<file path="config.mk">
export PLATFORM = sky130hd
export DESIGN_NAME = cordic_output_stage
export DESIGN_NICKNAME = d
export VERILOG_FILES = /design/src/rtl/cordic_output_stage.sv
export SDC_FILE = /design/constraint.sdc
export NUM_CORES = 1
export LEC_CHECK = 0
export BUFFER_PORTS_ARGS = -buffer_cell sky130_fd_sc_hd__buf_2
export CORE_ASPECT_RATIO = 1.5
export CORE_MARGIN = 2
export CORE_UTILIZATION = 40
export DETAILED_ROUTE_END_ITERATION = 6
export PLACE_DENSITY = 0.54
export SYNTH_ARGS = -nofsm -noshare
export SYNTH_HDL_FRONTEND = slang
export SYNTH_SLANG_ARGS = --single-unit
</file>
<file path="constraint.sdc">
create_clock -name clk -period 13.2 [get_ports clk]
set_input_delay 2.64 -clock clk [delete_from_list [all_inputs] [get_ports clk]]
set_output_delay 2.64 -clock clk [all_outputs]
set_load 0.02 [all_outputs]
</file>
<file path="src/rtl/cordic_output_stage.sv">
// cordic_output_stage: turns raw CORDIC x/y/angle into a sin, cos, tan or angle result with a valid/ready handshake.
// Define CORDIC_OUT_SAT_EN to saturate out-of-range sin/cos/tan results; otherwise they wrap to N bits.
module cordic_output_stage #(
    parameter int N = 32,
    parameter int Q = 16,
    parameter logic [N-1:0] K = 'h0000_9B75
) (
    input  logic         clk,
    input  logic         rst,
    input  logic [3:0]   select,
    input  logic [N-1:0] x,
    input  logic [N-1:0] y,
    input  logic [N-1:0] angle,
    input  logic         valid_in,
    output logic         in_ready,
    output logic [N-1:0] CORDIC_OUT,
    output logic         valid_out,
    input  logic         out_ready,
    output logic         div0
);
`ifdef CORDIC_OUT_SAT_EN
    localparam bit SAT = 1'b1;
`else
    localparam bit SAT = 1'b0;
`endif
    localparam int CW = $clog2(N + Q);
    localparam logic [CW-1:0] LAST = CW'(N + Q - 1);
    localparam logic [N-1:0] MAXV = {1'b0, {(N-1){1'b1}}};
    localparam logic [N-1:0] MINV = {1'b1, {(N-1){1'b0}}};

    typedef enum logic [1:0] {IDLE, MUL, DIV, DONE} state_t;
    state_t state, state_nxt;
    logic [N-1:0] op, dvs, rem, rem_nxt, mul_res, div_res;
    logic [N+Q-1:0] quot, quot_nxt;
    logic [N:0] rem_sh, rem_sub;
    logic [2*N-1:0] prod;
    logic [CW-1:0] cnt;
    logic neg, zero, ysgn, ge, mul_ovf, div_ovf, unused;

    assign in_ready = state == IDLE;
    assign valid_out = state == DONE;

    // quot doubles as the dividend shift register; quotient bits enter at the bottom
    always_comb begin
        prod = {{N{K[N-1]}}, K} * {{N{op[N-1]}}, op};
        mul_ovf = !(&prod[2*N-1:N+Q-1] || !(|prod[2*N-1:N+Q-1]));
        mul_res = SAT && mul_ovf ? (prod[2*N-1] ? MINV : MAXV) : prod[N+Q-1:Q];
        rem_sh = {rem, quot[N+Q-1]};
        rem_sub = rem_sh - {1'b0, dvs};
        ge = !rem_sub[N];
        rem_nxt = ge ? rem_sub[N-1:0] : rem_sh[N-1:0];
        quot_nxt = {quot[N+Q-2:0], ge};
        div_ovf = neg ? (|quot_nxt[N+Q-1:N] || (quot_nxt[N-1] && |quot_nxt[N-2:0])) : |quot_nxt[N+Q-1:N-1];
        div_res = SAT && div_ovf ? (neg ? MINV : MAXV) : (neg ? -quot_nxt[N-1:0] : quot_nxt[N-1:0]);
        unused = ^{prod[Q-1:0], rem_sh[N]};
    end

    always_comb begin
        state_nxt = state;
        case (state)
            IDLE: if (valid_in) state_nxt = select[1:0] != 2'b00 ? MUL : select[2] ? DIV : DONE;
            MUL:  state_nxt = DONE;
            DIV:  if (zero || cnt == LAST) state_nxt = DONE;
            DONE: if (out_ready) state_nxt = IDLE;
        endcase
    end

    always_ff @(posedge clk) begin
        if (rst) begin
            state <= IDLE;
            CORDIC_OUT <= '0;
            div0 <= 1'b0;
        end else begin
            state <= state_nxt;
            case (state)
                IDLE: if (valid_in) begin
                    op <= select[0] ? y : x;
                    dvs <= x[N-1] ? -x : x;
                    quot <= {(y[N-1] ? -y : y), {Q{1'b0}}};
                    rem <= '0;
                    cnt <= '0;
                    neg <= x[N-1] ^ y[N-1];
                    zero <= x == '0;
                    ysgn <= y[N-1];
                    div0 <= 1'b0;
                    CORDIC_OUT <= angle;
                end
                MUL: CORDIC_OUT <= mul_res;
                DIV: if (zero) begin
                    CORDIC_OUT <= ysgn ? MINV : MAXV;
                    div0 <= 1'b1;
                end else begin
                    rem <= rem_nxt;
                    quot <= quot_nxt;
                    cnt <= cnt + 1'b1;
                    if (cnt == LAST) CORDIC_OUT <= div_res;
                end
                default: ;
            endcase
        end
    end
endmodule
</file>
==> flow_summary.toml <==
[outcome]
outcome = "finished clean"

[setup_path]
cp-start-kind = "register"
cp_top_family = "adder cells"
worstPathRequired_ns = 13.60
critPathKind = "register to register"
cp-end-kind = "register"
path_cells = "ha_1, xor2_1, ha_1, inv_1, fa_1, inv_1, fa_1, fa_1, inv_1, fa_1, inv_1, ha_1, nand2_1, a2111oi_0, o211a_1, a2bb2oi_1, a31o_2, a21oi_1, xnor2_1, nand2_1, a31o_2, a21oi_1"
critPathMaxStageDelay_ns = 0.63
critical_path.slowest_cell = "edfxtp_1"
path_max_fanout = 8
critical_path_buf_inv_count = 4
crit_arrival_ns = 7.29

[timing]
worst_pin_slew_ns = 1.206
max_slew_margin_pct = 19.32
setup_tns_ns = 0
post-route-min-period_ns = 6.891
drv_slew = 0
max_freq_mhz = 145.1
setup_viol = 0
skew_ns = 0.01105
final_hold_viol_count = 0
layout_worst_path_cycle_share_pct = 52.21
rsz0062_at_grt = "no"

[synthesis]
postSynthAreaPerCell_um2 = 9.760
yosys_warnings = 0
synth_ff_type = "edfxtp_1"
synth-seq-cells = 188
synth_seq_area_share_pct = 23.82
synth_top_area_share_pct = 20.67
async_flop_share_pct = 0
synth_cell_type_count = 72
yosys-top-cells-area = "edfxtp_1 (21%), fa_1 (19%), ha_1 (16%)"
synth-edff-count = 153
yosys.area.top_type = "edfxtp_1"
syn_nets = 2884
netlist_area_mm2 = 0.02223
syn-instance-count = 2278

[grt]
antenna_found_initial = 4
grt_pass1_wl_mm = 100.7
grt_max_degree = 69
track_usage_pct = 23.17
grt-ovfl-total = 0
grt_pass1_vias = 17941

[detailed_routing]
vias = 16707
viasPerCell = 5.388
post_drt_wl_per_cell_um = 21.05
drt_iter0_drc = 771
antenna_left = 0
drc_errors = 0
dr.pass1.iters = 5
drt_wl_total_mm = 65.26

[die]
initial_core_util_pct = 40.58
dieArea_mm2 = 0.05752
core_area_mm2 = 0.05478
fp.dieW_um = 196.5
io-pin-count = 139
rows = 105
die_y_um = 292.7

[job]
max_cap_violations = 0

[clock_network]
htree_levels = 4
clk_latency_ns = 0.47
clockBufferDepth = 2
numCtsBuffers = 17
post-cts-setup-buffer-count = 0
cts_tree = "built"
path_clk_slew_ns = 0.07
cts_root_buf = "clkbuf_16"
cts_hold_buffers = 0
clock_sinks = 188
postCtsResizedCells = 0

[cells_and_area]
finalNetCount = 2997
n_fill_cell = 5329
syn_to_final_growth_pct = 9.342
layout-drive-gt1-share_pct = 10.15

[placement]
dp_hpwl_mm = 53.82
io_buffers = 137
place_congestion = 0.9768

[hold_path]
hp-class = "register to register"
==> registers in the layout (all words and copies together), names as in the netlist, 2 cells and up <==
signal      count
quot           48
CORDIC_OUT     32
dvs            32
op             32
rem            32
cnt             6
state           2
==> stage by stage <==
| step | cells | util [%] | cell area (um^2) | setup slack, ns | hold slack (ns) |
|---|---|---|---|---|---|
| global route | 3099 | 44.36 | 24300 | 6.019 | 0.4693 |
| detailed placement | 3067 | 43.28 | 23710 | 6.359 | 0.4414 |
| global placement | 3067 | 43.28 | 23710 | 6.333 | 0.4402 |
| floorplan | 2278 | - | 22230 | 3.155 | 0.4818 |
| CTS | 3099 | 44.36 | 24300 | 6.345 | 0.4618 |
| finish | 3101 | 44.37 | 24310 | 6.309 | 0.4585 |
==> Yosys cell counts (all sizes together) (28+ instances only) <==
library cell and n:
a21o 28, a21oi 120, clkbuf 45, dfxtp 35, edfxtp 153, fa 213, ha 289, inv 412
mux2 30, nand2 134, nor2 93, o21ai 134, o31ai 34, xnor2 123, xor2 76
==> tightest hold or removal path: stages, from the launching register on <==
cell,delay (ns)
dfxtp_1,0.31
nand2_1,0.05
a21oi_1,0.05
==> path summary, 6_finish.rpt <==
| path | startpoint | slack, ns | end | depth (start not counted) |
|---|---|---|---|---|
| worst max-delay path | op[12]$_DFFE_PP_ | 6.31 | CORDIC_OUT[10]$_SDFFE_PP0P_ | 22 |
| worst min-delay path | CORDIC_OUT[12]$_SDFFE_PP0P_ | 0.46 | CORDIC_OUT[12]$_SDFFE_PP0P_ | 2 |
| worst max register to register | op[12]$_DFFE_PP_ | 6.31 | CORDIC_OUT[10]$_SDFFE_PP0P_ | 22 |
| worst min register to register | CORDIC_OUT[12]$_SDFFE_PP0P_ | 0.46 | CORDIC_OUT[12]$_SDFFE_PP0P_ | 2 |
==> layout by cell type (no fill, tap or decap), types with 26 or more instances in the layout <==
master    instances
inv_1           410
ha_1            287
fa_1            213
edfxtp_1        153
buf_2           137
nand2_1         133
o21ai_0         131
xnor2_1         122
a21oi_1         120
nor2_1           89
xor2_1           76
dfxtp_1          35
o31ai_1          34
mux2_2           30
a21o_1           28
nor3_1           26
==> cells by family after synthesis <==
kind of cell | Yosys count | share of synthesized area [%]
buffers and inverters | 470 | 8.008
muxes | 55 | 2.645
adders and majority gates | 502 | 35.44
DFF | 188 | 23.82
AOI/OAI and AO/OA | 460 | 13.23
and+or+nand+nor | 404 | 8.982
xor gates and xnor gates | 199 | 7.873
==> final cells by class <==
type	instances	area, um^2	share of cell area [%]
Antenna cell	2	5.005	0.02059
Timing Repair Buffer	152	798.3	3.284
Clock inverter	14	167.7	0.6897
Sequential cell	188	5295	21.78
Tap cell	695	869.6	3.577
Clock buffer	18	429.2	1.765
Multi-Input combinational cell	1620	15200	62.52
Inverter	412	1546	6.362
==> layer usage <==
layer	up-vias	share of wire [%]	global-route usage [%]
met5	-	0.046	0
met3	112	3.8	3.270
met4	4	4.2	10.16
met2	372	52	42.51
li1	7964	-	-
met1	8255	40	26.59
Power is not shown: default switching activity piles up to over one toggle a cycle in this logic, so the estimate is an artifact.
